==> src/rtl/prog_loader_pkg.sv <==
// Shared types and helpers for the prog_loader serial program driver.
// Optional PROG_LOADER_PARITY_EN adds an even-parity bit to each frame.
package prog_loader_pkg;

    typedef enum logic [1:0] {
        MODE_IDLE  = 2'b00,
        MODE_INSTR = 2'b01,
        MODE_REGS  = 2'b10,
        MODE_RUN   = 2'b11
    } mode_t;

    typedef enum logic [3:0] {
        S_IDLE,
        S_PRE_I,
        S_SHIFT_I,
        S_GAP_I,
        S_PRE_R,
        S_SHIFT_R,
        S_GAP_R,
        S_RUN,
        S_FIN
    } state_t;

    localparam int unsigned PRE_CYC = 2;

    // Serial frame length: addr + data (+ parity) + stop bit.
    function automatic int unsigned frame_w(input int unsigned dw, input int unsigned aw);
`ifdef PROG_LOADER_PARITY_EN
        return 2 + dw + aw;
`else
        return 1 + dw + aw;
`endif
    endfunction

    function automatic mode_t mode_of(input state_t s);
        case (s)
            S_PRE_I, S_SHIFT_I: return MODE_INSTR;
            S_PRE_R, S_SHIFT_R: return MODE_REGS;
            S_RUN:              return MODE_RUN;
            default:            return MODE_IDLE;
        endcase
    endfunction

endpackage

==> src/rtl/prog_loader_frame_shifter.sv <==
// Loads one {stop, [parity], word, addr} frame and shifts it out LSB first.
// PROG_LOADER_PARITY_EN inserts even parity over word and addr below the stop bit.
module prog_loader_frame_shifter
    import prog_loader_pkg::*;
#(
    parameter int unsigned DATA_W  = 8,
    parameter int unsigned ADDR_W  = 4,
    localparam int unsigned FRAME_W = frame_w(DATA_W, ADDR_W),
    localparam int unsigned BC_W    = $clog2(FRAME_W)
) (
    input  logic              clk,
    input  logic              rst,
    input  logic              clr,
    input  logic              load,
    input  logic [DATA_W-1:0] word,
    input  logic [ADDR_W-1:0] addr,
    output logic              mosi,
    output logic [BC_W-1:0]   bit_cnt,
    output logic              last_bit
);

    logic [FRAME_W-1:0] sreg;
    logic [FRAME_W-1:0] frame_c;
    logic               active;

    always_comb begin
`ifdef PROG_LOADER_PARITY_EN
        frame_c = {1'b0, ^{word, addr}, word, addr};
`else
        frame_c = {1'b0, word, addr};
`endif
    end

    assign last_bit = active && (bit_cnt == BC_W'(FRAME_W - 1));
    // Zero fill leaves the line low once the stop bit has gone out.
    assign mosi     = sreg[0];

    always_ff @(posedge clk) begin
        if (rst || clr) begin
            sreg    <= '0;
            bit_cnt <= '0;
            active  <= 1'b0;
        end else if (load) begin
            sreg    <= frame_c;
            bit_cnt <= '0;
            active  <= 1'b1;
        end else if (active) begin
            sreg    <= sreg >> 1;
            bit_cnt <= last_bit ? '0 : bit_cnt + BC_W'(1);
            active  <= !last_bit;
        end
    end

endmodule

==> src/rtl/prog_loader.sv <==
// Streams host-written instruction/register images bank by bank to the tiny processor.
// Build option PROG_LOADER_PARITY_EN: parity bit in every frame (see frame shifter).
module prog_loader
    import prog_loader_pkg::*;
#(
    parameter int unsigned DATA_W  = 8,
    parameter int unsigned ADDR_W  = 4,
    parameter int unsigned N_INSTR = 16,
    parameter int unsigned N_REGS  = 16,
    parameter int unsigned GAP_CYC = 1,
    localparam int unsigned MAXD   = (N_INSTR > N_REGS) ? N_INSTR : N_REGS,
    localparam int unsigned AW     = (MAXD > 1) ? $clog2(MAXD) : 1
) (
    input  logic              clk,
    input  logic              rst,
    input  logic              start,
    input  logic              abort,
    input  logic              wr_en,
    input  logic              wr_sel,
    input  logic [AW-1:0]     wr_addr,
    input  logic [DATA_W-1:0] wr_data,
    output logic              wr_err,
    input  logic              done_in,
    output logic              mosi_out,
    output logic [1:0]        mode_out,
    output logic              busy,
    output logic              done_out
);

    localparam int unsigned BANK    = 1 << ADDR_W;
    localparam int unsigned MEM_D   = 1 << AW;
    localparam int unsigned IDX_W   = $clog2(MAXD + BANK + 1);
    localparam int unsigned CYC_MAX = (PRE_CYC > GAP_CYC) ? PRE_CYC : GAP_CYC;
    localparam int unsigned CYC_W   = $clog2(CYC_MAX + 1);
    localparam int unsigned BC_W    = $clog2(frame_w(DATA_W, ADDR_W));

    state_t             state, state_nx;
    mode_t              mode_r;
    logic [CYC_W-1:0]   cyc, cyc_nx;
    logic [ADDR_W-1:0]  word, word_nx;
    logic [IDX_W-1:0]   base, base_nx;
    logic               load_c, clr_c;
    logic               sh_last;
    logic [BC_W-1:0]    sh_bit_cnt_unused;

    logic [DATA_W-1:0]  imem [MEM_D];
    logic [DATA_W-1:0]  dmem [MEM_D];
    logic [DATA_W-1:0]  ld_word;
    logic               wr_ok;

    logic [IDX_W-1:0]   gidx;
    logic               has_r, nb_i, nb_r, last_i, last_r;

    // Bank bookkeeping: base is bank*BANK, word the in-bank index.
    assign gidx   = base + IDX_W'(word);
    assign has_r  = base < IDX_W'(N_REGS);
    assign nb_i   = (base + IDX_W'(BANK)) < IDX_W'(N_INSTR);
    assign nb_r   = (base + IDX_W'(BANK)) < IDX_W'(N_REGS);
    assign last_i = (word == ADDR_W'(BANK - 1)) || ((gidx + IDX_W'(1)) >= IDX_W'(N_INSTR));
    assign last_r = (word == ADDR_W'(BANK - 1)) || ((gidx + IDX_W'(1)) >= IDX_W'(N_REGS));

    assign wr_ok = wr_en && (state == S_IDLE || state == S_FIN) &&
                   (wr_sel ? (32'(wr_addr) < N_REGS) : (32'(wr_addr) < N_INSTR));

    always_ff @(posedge clk) begin
        if (wr_ok) begin
            if (wr_sel) dmem[wr_addr] <= wr_data;
            else        imem[wr_addr] <= wr_data;
        end
    end

    assign ld_word = (state == S_PRE_R) ? dmem[AW'(gidx)] : imem[AW'(gidx)];

    always_ff @(posedge clk) begin
        if (rst) begin
            state    <= S_IDLE;
            cyc      <= '0;
            word     <= '0;
            base     <= '0;
            mode_r   <= MODE_IDLE;
            busy     <= 1'b0;
            done_out <= 1'b0;
            wr_err   <= 1'b0;
        end else begin
            state    <= state_nx;
            cyc      <= cyc_nx;
            word     <= word_nx;
            base     <= base_nx;
            mode_r   <= mode_of(state_nx);
            busy     <= (state_nx != S_IDLE);
            done_out <= (state_nx == S_FIN);
            wr_err   <= wr_en && !wr_ok;
        end
    end

    always_comb begin
        state_nx = state;
        cyc_nx   = cyc;
        word_nx  = word;
        base_nx  = base;
        load_c   = 1'b0;
        clr_c    = 1'b0;
        case (state)
            S_IDLE: begin
                cyc_nx  = '0;
                word_nx = '0;
                base_nx = '0;
                if (start) state_nx = S_PRE_I;
            end
            S_PRE_I, S_PRE_R: begin
                if (cyc == CYC_W'(PRE_CYC - 1)) begin
                    cyc_nx   = '0;
                    load_c   = 1'b1;
                    state_nx = (state == S_PRE_I) ? S_SHIFT_I : S_SHIFT_R;
                end else begin
                    cyc_nx = cyc + CYC_W'(1);
                end
            end
            S_SHIFT_I: if (sh_last) state_nx = S_GAP_I;
            S_SHIFT_R: if (sh_last) state_nx = S_GAP_R;
            S_GAP_I, S_GAP_R: begin
                if (cyc == CYC_W'(GAP_CYC - 1)) begin
                    cyc_nx = '0;
                    if (state == S_GAP_I && !last_i) begin
                        word_nx  = word + ADDR_W'(1);
                        state_nx = S_PRE_I;
                    end else if (state == S_GAP_R && !last_r) begin
                        word_nx  = word + ADDR_W'(1);
                        state_nx = S_PRE_R;
                    end else begin
                        word_nx  = '0;
                        state_nx = (state == S_GAP_I && has_r) ? S_PRE_R : S_RUN;
                    end
                end else begin
                    cyc_nx = cyc + CYC_W'(1);
                end
            end
            S_RUN: begin
                if (done_in) begin
                    base_nx  = base + IDX_W'(BANK);
                    word_nx  = '0;
                    state_nx = nb_i ? S_PRE_I : (nb_r ? S_PRE_R : S_FIN);
                end
            end
            S_FIN: begin
                if (!start) begin
                    state_nx = S_IDLE;
                    base_nx  = '0;
                    word_nx  = '0;
                end
            end
            default: state_nx = S_IDLE;
        endcase
        if (abort) begin
            state_nx = S_IDLE;
            cyc_nx   = '0;
            word_nx  = '0;
            base_nx  = '0;
            load_c   = 1'b0;
            clr_c    = 1'b1;
        end
    end

    // Processor sees the run phase end in the same cycle it signals done.
    assign mode_out = (state == S_RUN && done_in) ? MODE_IDLE : mode_r;

    prog_loader_frame_shifter #(
        .DATA_W (DATA_W),
        .ADDR_W (ADDR_W)
    ) u_shifter (
        .clk      (clk),
        .rst      (rst),
        .clr      (clr_c),
        .load     (load_c),
        .word     (ld_word),
        .addr     (word),
        .mosi     (mosi_out),
        .bit_cnt  (sh_bit_cnt_unused),
        .last_bit (sh_last)
    );

endmodule

==> config.mk <==
export PLATFORM = sky130hd
export DESIGN_NAME = prog_loader
export DESIGN_NICKNAME = d
export VERILOG_FILES = /design/src/rtl/prog_loader_pkg.sv /design/src/rtl/prog_loader_frame_shifter.sv /design/src/rtl/prog_loader.sv
export SDC_FILE = /design/constraint.sdc
export NUM_CORES = 1
export LEC_CHECK = 0
export CAP_MARGIN = 20
export CORE_UTILIZATION = 47
export CTS_BUF_LIST = sky130_fd_sc_hd__clkbuf_16
export DETAILED_ROUTE_END_ITERATION = 10
export HOLD_SLACK_MARGIN = 0.12
export SETUP_SLACK_MARGIN = 0.4
export SLEW_MARGIN = 20
export SYNTH_ARGS = -nofsm -noshare
export SYNTH_HDL_FRONTEND = slang
export SYNTH_SLANG_ARGS = --single-unit
==> constraint.sdc <==
create_clock -name clk -period 2.44 [get_ports clk]
set_input_delay 0.488 -clock clk [delete_from_list [all_inputs] [get_ports clk]]
set_output_delay 0.488 -clock clk [all_outputs]
set_load 0.02 [all_outputs]
Yosys cells after proc, flatten, opt, wreduce, memory -nomap -nowiden. Memories as Yosys holds them, arrays and structs flattened. Cells that the tools add are included.

Register bits: 38. Bits in writable memories: 256. Bits of input ports: 19. Output and inout bits: 6. Word-level logic and storage cells: 114. Memories kept: 2.

Add/sub/neg operators: 6. Magnitude comparators: 3. Equal/unequal tests: 20. Multiplexer cells: 44. Reduce and logical (&&, ||, !) cells: 28.

Memory list: dmem (words 16, width 8, rd ports 1, clocked after memory_dff 0, wr ports 1, RTL line prog_loader.sv:47) `logic [DATA_W-1:0] dmem [MEM_D];`; imem (words 16, width 8, rd ports 1, clocked after memory_dff 0, wr ports 1, RTL line prog_loader.sv:46) `logic [DATA_W-1:0] imem [MEM_D];`.

Operators by type and width (number): two-way mux 4 bit (15); == test 4 x 3 -> 1 bit (second input constant) (7); one-hot mux 4 bit (7 select lines) (1); two-way mux 12 bit (2); one-hot mux 6 bit (3 select lines) (1); == test 4 bit (second input constant) (4); one-hot mux 4 bit (4 select lines) (1); == test 4 x 2 -> 1 bit (second input constant) (3); less-than comparator 6 x 5 -> 1 bit (second input constant) (2); two-way mux 1 bit (12); two-way mux 6 bit (2); one-hot mux 2 bit (3 select lines) (2); OR reduction 2 bit (6); two-way mux 2 bit (5); adder 4 x 1 -> 4 bit (second input constant) (2); == test 4 x 1 -> 1 bit (second input constant) (2); two-way mux 8 bit (1); nonzero test 4 bit (2); logical AND 1 bit (7); adder 6 x 1 -> 6 bit (second input constant) (1); adder 6 x 4 -> 6 bit (1); adder 6 x 5 -> 6 bit (second input constant) (1); >= comparator 6 x 5 -> 1 bit (second input constant) (1); two-way mux 3 bit (2); 11 further kinds (18).

Longest topological paths before layout.
Depth in word-level cells: 14. Mapped depth: 9. Mapped depth without buffers: 9.

Hierarchy. Synthesis repeated with hierarchy kept, for this count alone.

Cell total of the unflattened synthesis: 657. Area, all modules: 11980.2 µm².

Modules (own cells, without submodules): prog_loader (instances 1, cells an instance 573, area an instance 11169.5 µm², sequential area each 8027.7 µm²); prog_loader_frame_shifter (instances 1, cells an instance 84, area an instance 810.8 µm², sequential area each 340.3 µm²).

Worst setup path after synthesis. No wires, ideal clock.

Path kind: register to register. Start point: register word[1]. End point: register u_shifter.sreg[8]. Library setup time: 0.133 ns. Data arrival time: 2.062 ns. Required time: 2.307 ns. Path slack: 0.246 ns. Stages on the path, launching flop included: 8. Path buffers: 2. Clock period less this slack: 2.194 ns. Path through: dfxtp_1 ha_1 buf_2 buf_1 mux4_2 mux4_1 mux2i_1 a21oi_1.

Longest elaborated chain between the ends: 4. Elaborated cells on any way between the ends: 5. Those cells by class: add/sub (1); mux (2); memory (2).

RTL lines: start: declaration (RTL line prog_loader.sv:40) `logic [ADDR_W-1:0] word, word_nx;`; start signal: assignment (RTL line prog_loader.sv:87) `word <= word_nx;`; adder 6 x 4 -> 6 bit * (RTL line prog_loader.sv:55) `assign gidx = base + IDX_W'(word);`; memory read (16 x 8 bit) (on tied branches); two-way mux 8 bit * (RTL line prog_loader.sv:72) `assign ld_word = (state == S_PRE_R) ? dmem[AW'(gidx)] : imem[AW'(gidx)];`; two-way mux 12 bit * (RTL line prog_loader_frame_shifter.sv:43) `end else if (load) begin`; end signal: assignment (RTL line prog_loader_frame_shifter.sv:44) `sreg <= frame_c;`; end signal: assignment (RTL line prog_loader_frame_shifter.sv:48) `sreg <= sreg >> 1;`; end: declaration (RTL line prog_loader_frame_shifter.sv:22) `logic [FRAME_W-1:0] sreg;`.

Every way passes the cells marked *; elsewhere a longest branch is shown, timed or not. A chain may end at the register's enable or synchronous reset.

Worst setup path in the final report.
Start point: register word[0]. End point: register u_shifter.sreg[4].

Same word-level chain as after synthesis.

==> impl_metrics.csv <==
group,metric,value,unit
floorplanning,ios,25,
routing,drt-pass1-iter-count,5,
power,clkPwrFrac,41.4,%
synth,synth.distinct_cells,57,
synth,synth_cells,660,
final_layout,fillCellCount,1850,
clock_network,clkSinkCount,290,
routing,wl_met1,11.56,mm
synth,avgSynthCellArea,18.06,µm²
routing,wl,26.07,mm
hold_path,hold_class,"flop to flop",
routing,drt_first_iter_violations,486,
final_layout,final_cell_mix,"edfxtp_1 (256), mux4_2 (80), buf_4 (70)",
timing,slew_viol_final,0,
synth,synth_top_cell_by_area,"edfxtp_1",
power,ir_drop,0.0005267,V
synth,synth_edf_count,256,
global_routing,antenna_found_initial,0,
place,dp_hpwl,16.45,mm
routing,vias,6327,
final_layout,diodes,0,
clock_network,cts_buffer_depth,3,
timing,period_needed,2.163,ns
timing,tightest_slew,0.5368,ns
clock_network,cts_hold_buf,0,
power,switching_share,20.27,%
power,p_switching,2005,µW
timing,period_share,88.63,%
synth,ys.flop_type,"edfxtp_1",
routing,ant_nets,0,
power,p_leak,0.004714,µW
setup_path,end_kind,"flop",
final_layout,fin_cells,1110,
final_layout,seq_area,8386,µm²
setup_path,cp.arrival,2.59,ns
floorplanning,initial_utilization,48.46,%
place,place.gp.congestion,0.8702,
floorplanning,die_w,161.3,µm
floorplanning,die_height,161.3,µm
timing,setup_viol,0,
synth,async_flop_share,0,%
synth,ys_seq_elements,290,
place,post-place-ws,-0.06839,ns
timing,finClkSkew,0.01396,ns
global_routing,overflow,0,
floorplanning,coreArea,24600,µm²
routing,dr_wl_met2,12.81,mm
global_routing,grt_pass1_wl,40.05,mm
global_routing,grt_pass1_vias,6580,
place,port_buffers,24,
clock_network,cts_buffers,30,
final_layout,final_core_util,57.94,%
routing,drcViolationCount,0,
place,dp.cells,1039,
routing,wl_met3,1.311,mm
setup_path,critPathKind,"flop to flop",
setup_path,rr_worst_depth,7,
routing,viasPerCell,5.700,
power,power_density,693.9,nW/µm²
synth,synth_nets,689,
floorplanning,rows,57,
timing,max_slew_margin,64.22,%
global_routing,track_usage,20.83,%
synth,ys_top_cells_by_area,"edfxtp_1 (64%), mux4_2 (15%), dfxtp_1 (5.7%), nor2_1 (1.9%), mux2i_1 (1.2%)",
floorplanning,dieArea,26010,µm²
clock_network,htreeDepth,1,
power,combPwrFrac,3.6,%
synth,yosysSeqAreaShare,70.19,%
clock_network,worstSkewPairLatency,0.55,ns
synth,netlist.area_leader.share,64.48,%
outcome,outcome,"finished clean",
timing,rsz0062_at_grt,"yes",
setup_path,cp-start-kind,"flop",
final_layout,multi_input_area,3411,µm²
synth,synth.yosys.warnings,0,
timing,report.final.hold_viol_count,0,
hold_path,holdPathStages,2,
job,drv_cap,0,
setup_path,required,2.87,ns
timing,fin_ws,0.2775,ns
synth,synth_area,11920,µm²
global_routing,grt_max_degree,33,
clock_network,ctsRootBufferMaster,"clkbuf_16",
timing,finalSetupTns,0,ns
setup_path,crit_path_max_fanout,8,
routing,routed.top_layer,"met4",
final_layout,drive_gt1_share,32.44,%
timing,hold_ws,0.5244,ns
final_layout,final_nets,795,
final_layout,syn_to_final_growth,19.56,%
power,power_frac_seq,54.9,%
routing,avgRoutedWirePerCell,23.49,µm
clock_network,clkSlewWorstSetupHoldPaths,0.06,ns
power,intPower,7886,µW
clock_network,cts_tree,"yes",
final_layout,final_common_cell,"edfxtp_1",
timing,fmaxAchievable,462.4,MHz
[power by group through the flow]
stage,logic (µW),clock network (µW),registers (µW)
global route,382,4370,5430
CTS,356,4180,5430
finish,359,4100,5430
floorplan,147,0,5540
global placement,338,0,5540
detailed placement,349,0,5540
[critical path, stage by stage, from the launching register on]
cell,delay (ns)
dfxtp_4,0.38
buf_12,0.13
buf_12,0.11
buf_16,0.13
mux4_2,0.53
mux4_2,0.50
mux2i_1,0.18
a21oi_1,0.08
[kinds of logic after synthesis]
group | share of synthesized area [%]
other | 0.03145
flip-flops | 70.19
buffers and inverters | 2.015
XOR/XNOR | 0.5878
multiplexers | 17.01
adder cells (fa/ha/maj) | 1.133
AND/OR/NAND/NOR | 5.404
AO/OA/AOI/OAI | 3.631
[layer usage]
metal / vias up / track usage (%)
met2: 174 / 34.11
met1: 3281 / 29.73
li1: 2845 / -
met5: - / 0
met3: 27 / 3.107
met4: 0 / 4.717
[cell usage after synthesis (2+ instances only)]
cell type and number:
buf_6 4, nand2b_1 6, buf_4 2, inv_1 12, nand3b_1 2, buf_2 12
dfxtp_1 34, a31oi_1 2, nor2b_1 7, and3b_1 2, nand4_1 2, a211o_1 2
nor2_1 59, or2_2 4, mux4_1 2, a21oi_1 27, xor2_1 2, edfxtp_1 256
mux2i_1 14, a22oi_1 3, or4_1 2, o211ai_1 2, nand3_1 8, o21ai_0 19
nand2_1 21, nor3_1 5, mux4_2 78, nor3b_1 3, ha_1 10, clkbuf_1 12
or3_1 7, mux2_2 7, and3_1 2, buf_1 7
[flip-flops by register name, indices dropped and copies added, names as in the netlist]
register / flops
imem: 128
u_shifter.bit_cnt: 4
done_out: 1
cyc: 2
word: 4
wr_err: 1
u_shifter.active: 1
busy: 1
state: 4
dmem: 128
u_shifter.sreg: 12
base: 2
mode_r: 2
[per-stage QoR]
step                power, µW  instance area, µm²
floorplan                5687               11980
global placement         5876               12990
detailed placement       5890               12990
CTS                      9969               14210
global route            10190               14250
finish                   9891               14250
[timing repair]
| action | 4_1_cts | 5_1_grt |
|---|---|---|
| endpoints found under the setup margin | 273 | 17 |
| cloned | 3 | 0 |
| setup buffers | 15 | 1 |
| gates resized for setup | 34 | 13 |
| pin swaps | 19 | 7 |
[path summary, 6_finish.rpt]
kind                              from              endpoint  slack [ns]
hold reg to reg   u_shifter.bit_cnt[1]  u_shifter.bit_cnt[1]        0.52
hold / removal    u_shifter.bit_cnt[1]  u_shifter.bit_cnt[1]        0.52
setup / recovery               word[0]     u_shifter.sreg[4]        0.28
setup reg to reg               word[0]     u_shifter.sreg[4]        0.28
[final cells by class]
type                    count  share of cell area (%)
multi-input cells         320                   23.93
well taps                 324                   2.844
repair buffers            111                   7.829
clock inverters            22                  0.9655
inverters                  13                  0.3423
clock buffers              30                   5.266
flip-flops and latches    290                   58.83
No activity file was read; power rests on OpenSTA's default activity.
